$ cat config.mk
export PLATFORM = sky130hd
export DESIGN_NAME = uart_tx_feeder
export DESIGN_NICKNAME = d
export VERILOG_FILES = /design/src/rtl/uart_tx_feeder.sv
export SDC_FILE = /design/constraint.sdc
export NUM_CORES = 1
export LEC_CHECK = 0
export ABC_AREA = 1
export ABC_CLOCK_PERIOD_IN_PS = 2300
export BUFFER_PORTS_ARGS = -buffer_cell sky130_fd_sc_hd__buf_4
export CAP_MARGIN = 30
export CORE_MARGIN = 1.5
export CORE_UTILIZATION = 60
export DETAILED_ROUTE_END_ITERATION = 6
export PLACE_DENSITY = 0.78
export SYNTH_ARGS = -nofsm -noshare
export SYNTH_HDL_FRONTEND = slang
export SYNTH_SLANG_ARGS = --single-unit
$ cat constraint.sdc
create_clock -name i_Clock -period 2.3 [get_ports i_Clock]
set_input_delay 0.46 -clock i_Clock [delete_from_list [all_inputs] [get_ports i_Clock]]
set_output_delay 0.46 -clock i_Clock [all_outputs]
set_load 0.03 [all_outputs]
$ cat src/rtl/uart_tx_feeder.sv
// uart_tx_feeder
// Byte FIFO that feeds a UART transmitter one byte at a time. Bytes are
// written with i_Wr_En/i_Wr_Byte, stored in a circular buffer, and launched
// with a one-cycle o_TX_DV strobe. The next launch waits until the
// transmitter reports completion on i_TX_Done.
//
// Handshake: a write is taken on any rising edge where i_Wr_En=1 and the
// FIFO has room (either not full, or a launch pop happens on the same edge);
// otherwise the byte is dropped. o_TX_DV is a single-cycle strobe, and
// o_TX_Byte stays stable until the next strobe. i_TX_Done is only honoured
// while o_Busy=1.
//
// DEPTH must be a power of two and at least 2, so pointers wrap by overflow.
//
// Optional build macro: UART_TX_FEEDER_OVF_FLAG_EN adds a sticky o_Overflow
// output that records the first dropped write until reset.

module uart_tx_feeder #(
    parameter int  DEPTH = 16,
    localparam int AW    = $clog2(DEPTH)
) (
    input  logic          i_Clock,
    input  logic          i_Rst_L,
    input  logic          i_Wr_En,
    input  logic [7:0]    i_Wr_Byte,
    input  logic          i_TX_Done,
    output logic          o_TX_DV,
    output logic [7:0]    o_TX_Byte,
    output logic          o_Full,
    output logic          o_Empty,
    output logic [AW:0]   o_Count,
    output logic          o_Busy
`ifdef UART_TX_FEEDER_OVF_FLAG_EN
    ,
    output logic          o_Overflow
`endif
);

    // Launcher states: IDLE may launch the head byte, WAIT_DONE waits for
    // the transmitter's completion pulse. The state is visible on o_Busy.
    typedef enum logic {
        IDLE      = 1'b0,
        WAIT_DONE = 1'b1
    } state_t;

    localparam logic [AW:0]   COUNT_FULL = (AW+1)'(DEPTH);
    localparam logic [AW:0]   COUNT_STEP = (AW+1)'(1);
    localparam logic [AW-1:0] PTR_STEP   = AW'(1);

    state_t        state;
    logic [7:0]    mem [DEPTH];
    logic [AW-1:0] wr_ptr;
    logic [AW-1:0] rd_ptr;
    logic [AW:0]   count;
    logic          pop;
    logic          push;

    // Status flags come only from the registered count, never from i_Wr_En.
    assign o_Count = count;
    assign o_Full  = (count == COUNT_FULL);
    assign o_Empty = (count == '0);
    assign o_Busy  = (state == WAIT_DONE);

    // A launch pops the head; a pop frees a slot on the same edge, so a
    // write into a full FIFO is accepted when it coincides with a launch.
    assign pop  = (state == IDLE) && !o_Empty;
    assign push = i_Wr_En && (!o_Full || pop);

    // Byte storage; contents are don't-care after reset, so no reset here.
    always_ff @(posedge i_Clock) begin
        if (push) begin
            mem[wr_ptr] <= i_Wr_Byte;
        end
    end

    // Read and write pointers; they wrap naturally at DEPTH.
    always_ff @(posedge i_Clock or negedge i_Rst_L) begin
        if (!i_Rst_L) begin
            wr_ptr <= '0;
            rd_ptr <= '0;
        end else begin
            if (push) begin
                wr_ptr <= wr_ptr + PTR_STEP;
            end
            if (pop) begin
                rd_ptr <= rd_ptr + PTR_STEP;
            end
        end
    end

    // Occupancy: a simultaneous push and pop leaves the count unchanged.
    always_ff @(posedge i_Clock or negedge i_Rst_L) begin
        if (!i_Rst_L) begin
            count <= '0;
        end else begin
            case ({push, pop})
                2'b10:   count <= count + COUNT_STEP;
                2'b01:   count <= count - COUNT_STEP;
                default: count <= count;
            endcase
        end
    end

    // Launcher FSM with registered strobe and byte outputs.
    always_ff @(posedge i_Clock or negedge i_Rst_L) begin
        if (!i_Rst_L) begin
            state     <= IDLE;
            o_TX_DV   <= 1'b0;
            o_TX_Byte <= 8'h00;
        end else begin
            o_TX_DV <= 1'b0;
            case (state)
                IDLE: begin
                    // i_TX_Done is ignored here; only a non-empty FIFO matters.
                    if (!o_Empty) begin
                        o_TX_Byte <= mem[rd_ptr];
                        o_TX_DV   <= 1'b1;
                        state     <= WAIT_DONE;
                    end
                end
                WAIT_DONE: begin
                    // Returning through IDLE guarantees a gap of at least one
                    // cycle between completion and the next launch.
                    if (i_TX_Done) begin
                        state <= IDLE;
                    end
                end
                default: begin
                    state <= IDLE;
                end
            endcase
        end
    end

`ifdef UART_TX_FEEDER_OVF_FLAG_EN
    // Sticky record of any write that found no room.
    always_ff @(posedge i_Clock or negedge i_Rst_L) begin
        if (!i_Rst_L) begin
            o_Overflow <= 1'b0;
        end else if (i_Wr_En && !push) begin
            o_Overflow <= 1'b1;
        end
    end
`else
    // Dropped writes leave no trace in this build.
`endif

endmodule

# Yosys cells after proc, flatten, opt, wreduce, memory -nomap -nowiden
# Memories as Yosys holds them, arrays and structs flattened. A register that Yosys moved wholly into a read port is not among the register bits.
# Cells that the tools add are included.
# word_totals
regBits,15
latch_bits,0
ramBits,128
mem_bits_ro,0
input_bits,12
output_inout_bits,17
wordCells,31
n_memories,1
# mem_list
name,words,word_bits,rd,rd_ports_with_merged_regs,wr,line,source
mem,16,8,1,1,1,51,logic [7:0] mem [DEPTH];
# op_classes
add_sub_neg,4
mul,0
div_mod_pow,0
order_cmp,0
n_eq_ne,3
n_shift,0
mux,7
n_bitwise,2
n_reduce_logical,9
# op_table
op,n
$pmux W5 S2,1
$add A4 B1 Y4 const B,2
$add A5 B1 Y5 const B,1
$eq A5 B5 Y1 const B,1
$logic_not A5 Y1,1
$mux W1,5
$sub A5 B1 Y5 const B,1
$logic_not A1 Y1,3
$eq A2 B1 Y1 const B,1
$eq A2 B2 Y1 const B,1
$logic_and A1 B1 Y1,2
$not A1 Y1,2
$pmux W1 S2,1
$reduce_and A2 Y1,1
$reduce_bool A2 Y1,1
$logic_or A1 B1 Y1,1

# Depth between registers and ports, before layout
# logic_depth
depth_word,7
mapped_depth,14
mapped_depth_nobuf,14

# Least setup slack after synthesis
# Ideal clock, no wire load.
# synth_timing
kind,register to register
from,"reg count[1], in the netlist o_Count[1]"
to,"reg count[4], in the netlist o_Count[4]"
setup_time_ns,0.113
arrival_ns,1.934
required_time_ns,2.187
setup_slack_ns,0.253
path_stages_with_launch,14
n_path_buf,0
synth_period_minus_slack_ns,2.047
path_cell_list,dfrtp_1 -> nor2_1 -> nand3_1 -> nand2_2 -> inv_2 -> nand2_4 -> inv_1 -> ha_1 -> a21oi_1 -> nand3_1 -> nand2_1 -> nand3_1 -> nand2_1 -> inv_1
# synth_between
elab_chain_len,7
# synth_lines
item,line,source
"start, declared",54,logic [AW:0] count;
"start signal, assigned",97,2'b10: count <= count + COUNT_STEP;
"start signal, assigned",98,2'b01: count <= count - COUNT_STEP;
"start signal, assigned",99,default: count <= count;
$logic_not A5 Y1,61,assign o_Empty = (count == '0);
$logic_not A1 Y1,--,
$logic_and A1 B1 Y1,66,assign pop = (state == IDLE) && !o_Empty;
$logic_or A1 B1 Y1,67,assign push = i_Wr_En && (!o_Full || pop);
$logic_and A1 B1 Y1,67,
$eq A2 B1 Y1 or $eq A2 B2 Y1 (tied branches),96,"case ({push, pop})"
$pmux W5 S2 or $reduce_bool A2 Y1 (tied branches),--,
# Several ways; a longest one is shown, not always the timed one.
# A chain may end at the register's enable or synchronous reset.

# Worst setup path in the final report
# layout_timing
from,"reg count[0], in the netlist o_Count[0]"
to,"reg count[4], in the netlist o_Count[4]"
# The elaborated chain is that of the path after synthesis.

==> reports/summary.txt <==
Commonest non-fill, non-tap cell in the layout: nand2_1
#FFs+latches synth: 151
Drt pass-1 iters: 6
First-pass GRT wire length: 22,900 µm
Area of the multi-input gates: 1720 µm²
Antenna diodes: 0
PwrDens: 1310 nW/µm²
Share of cells above drive strength 1: 13.0%
Critical Path Source: o_Count[0]
Hold path start: i_TX_Done
Compound-Gate Fraction of Synth Area: 1.75%
Fmax: 0.461 GHz
Final non-filler cell total: 832
Die height: 108 µm
CP max FO: 14
Main flop type after synthesis: edfxtp_1
Clock Path Buffers: 2
EDFF count, synth: 128
Synth Area in Simple Gates: 21.0%
Placer congestion estimate: 0.858
Row cnt: 38
Commonest non-fill, non-tap cells in the layout: nand2_1 (218), edfxtp_1 (128), nand3_1 (87)
Hold EP: o_Busy
Relative slew slack: 58.6%
Worst-path clk slew: 0.06 ns
Initial antenna violation count: 0
Die X: 108 µm
Clk sink count: 151
# Max-Cap Violations: 0
Minimum clock period: 2.17 ns
Iter 0 DRT Violations: 581
Fillers: 770
Share of flip-flops with an asynchronous set or reset: 15.2%
Post-Synth XOR/XNOR Area: 1.19%
Via count: 4,547
Root Buffer: clkbuf_8
Fin. Hold Viols: 0
Vias in the first global route: 4,575
Worst setup margin: 0.133 ns
Sequential cell area: 4420 µm²
Largest family of logic cells by synthesized area: simple AND/OR/NAND/NOR gates
Syn_nets: 657
Largest net degree at the start of global routing: 75
Core Region: 10,800 µm²
CP Class: register to register
Hold_ws: 0.103 ns
Post-synthesis cell area: 6650 µm²
GRT overflow: 0
Worst r2r src: o_Count[0]
H-tree levels: 4
Worst hold path class: input port to register
Cell Area, Placed: 7050 µm²
Drt drc: 0
Fin nets: 700
Postcts setup bufs: 0
Total CTS buffers: 17
WP data required: 2.74 ns
Fin area: 7620 µm²
Fin crit share: 94.2%
Syn_area_per_cell: 10.5 µm²
Leak: 3.36 nW
Vias per cell: 5.47
Initial cell density of the core: 61.3%
Overall routing resource usage: 27.0%
Peak supply drop: 936 µV
Port bufs: 28
Num ports: 29
DP Cell Count: 799
Clock Skew: 0.0100 ns
Number of nets with antenna violations after detailed routing: 0
Status: completed
DR WL/cell: 17.4 µm
Hpwl dp: 9060 µm
Slew Limit Fails: 0
Reg2Reg Setup Slack: 0.13 ns
Cell variety after synth: 25
Worst slew pin tran: 0.620 ns
Area share of fa/ha/maj cells after synthesis: 1.81%
Arr. time, crit path: 2.61 ns
Synth warn: 0
R2r worst-path depth: 13
TritonCTS clock tree: done
Drt total wl: 14,500 µm
RR Endpoint: o_Count[4]
Register area share after synthesis: 66.5%
CP Capture Type: register
Post-Place Worst Slack: 0.145 ns
Layout overhead on the synthesized area: 14.7%
Die area: 11,700 µm²
Gate Count Post-Synth: 636
CP Launch Type: register
Multiplexer area fraction after synthesis: 0%
Clock Latency Late Sink: 0.54 ns
Final number of setup-violating endpoints: 0
Hold path depth: 2
## state kept, by name, summed over array words and instances, names as in the netlist
| register | flops |
|---|---|
| mem | 128 |
| o_Busy | 1 |
| o_Count | 5 |
| o_TX_Byte | 8 |
| o_TX_DV | 1 |
| rd_ptr | 4 |
| wr_ptr | 4 |
## where the power goes
part,switching (mW),internal [mW]
Combinational,2.54,1.17
Sequential,0.248,3.41
Clock,1.03,1.62
Total,3.82,6.21
## cell usage after synthesis, types with 3 or more instances
cell	n	area share [%]
edfxtp_1	128	58
a21oi_1	4	0.30
inv_1	84	4.7
buf_6	3	0.51
o21ai_0	3	0.23
o211ai_1	8	0.90
ha_1	8	1.5
clkbuf_1	3	0.17
nand2_1	218	12
inv_2	4	0.23
dfrtp_1	23	8.7
nor2_1	20	1.1
xor2_1	9	1.2
nand3_1	87	6.6
buf_2	10	0.75
buf_4	11	1.2
## worst max-delay path: stages (launching register included)
cell,delay [ns]
dfrtp_1,0.45
nor2_2,0.20
nand3_1,0.14
nand2_2,0.10
inv_2,0.11
nand2_4,0.11
inv_1,0.08
ha_1,0.33
a21oi_1,0.20
nand3_1,0.09
nand2_1,0.09
nand3_1,0.07
nand2_1,0.07
inv_1,0.04
## repair_timing
| action | CTS | global route |
|---|---|---|
| hold buffers | 1 | 0 |
| resized for setup | 0 | 3 |
| hold endpoints to repair | 23 | 0 |
| setup endpoints to repair | 0 | 2 |
## cell type report
cell class | instances | share of cell area, %
inverter | 90 | 4.43
clock inverter | 13 | 1.79
multi-input combinational | 368 | 22.6
clock buffer | 19 | 5.53
tap | 140 | 2.30
sequential | 151 | 58.0
timing repair buffer | 51 | 5.38
## stage by stage
| stage | utilization, % | TNS [ns] | total power [mW] |
|---|---|---|---|
| 6_report | 70.3 | 0 | 10.0 |
| 5_1_grt | 70.3 | -0.0249 | 10.6 |
| 4_1_cts | 70.2 | 0 | 9.97 |
| 3_5_place_dp | 65.0 | 0 | 7.31 |
| 3_3_place_gp | 65.0 | 0 | 7.16 |
| 2_1_floorplan | - | 0 | 6.28 |
## how the worst max path moves through the flow
stage	to	slack [ns]	cells after the start
after CTS	o_Count[4]	0.12	13
final	o_Count[4]	0.13	13
after global routing	o_Count[4]	-0.02	13
after floorplan	o_Count[4]	0.25	13
after global placement	o_Count[4]	0.27	13
after detailed placement	o_Count[4]	0.15	13
## routing by layer
| layer | global-route usage [%] | vias up | part of all wire (%) |
|---|---|---|---|
| li1 | - | 2147 | - |
| met1 | 34.6 | 2122 | 39 |
| met2 | 43.4 | 235 | 49 |
| met3 | 7.05 | 43 | 9.1 |
| met4 | 12.8 | 0 | 2.9 |
| met5 | 0 | - | 0 |
## kinds of logic after synthesis
kind of cell	after synthesis
AND/OR/NAND/NOR	333
flip-flops	151
buffers and inverters	117
AO/OA/AOI/OAI	17
XOR/XNOR	9
adder cells (fa/ha/maj)	9
Note: power is estimated with default switching activity, not from simulation.
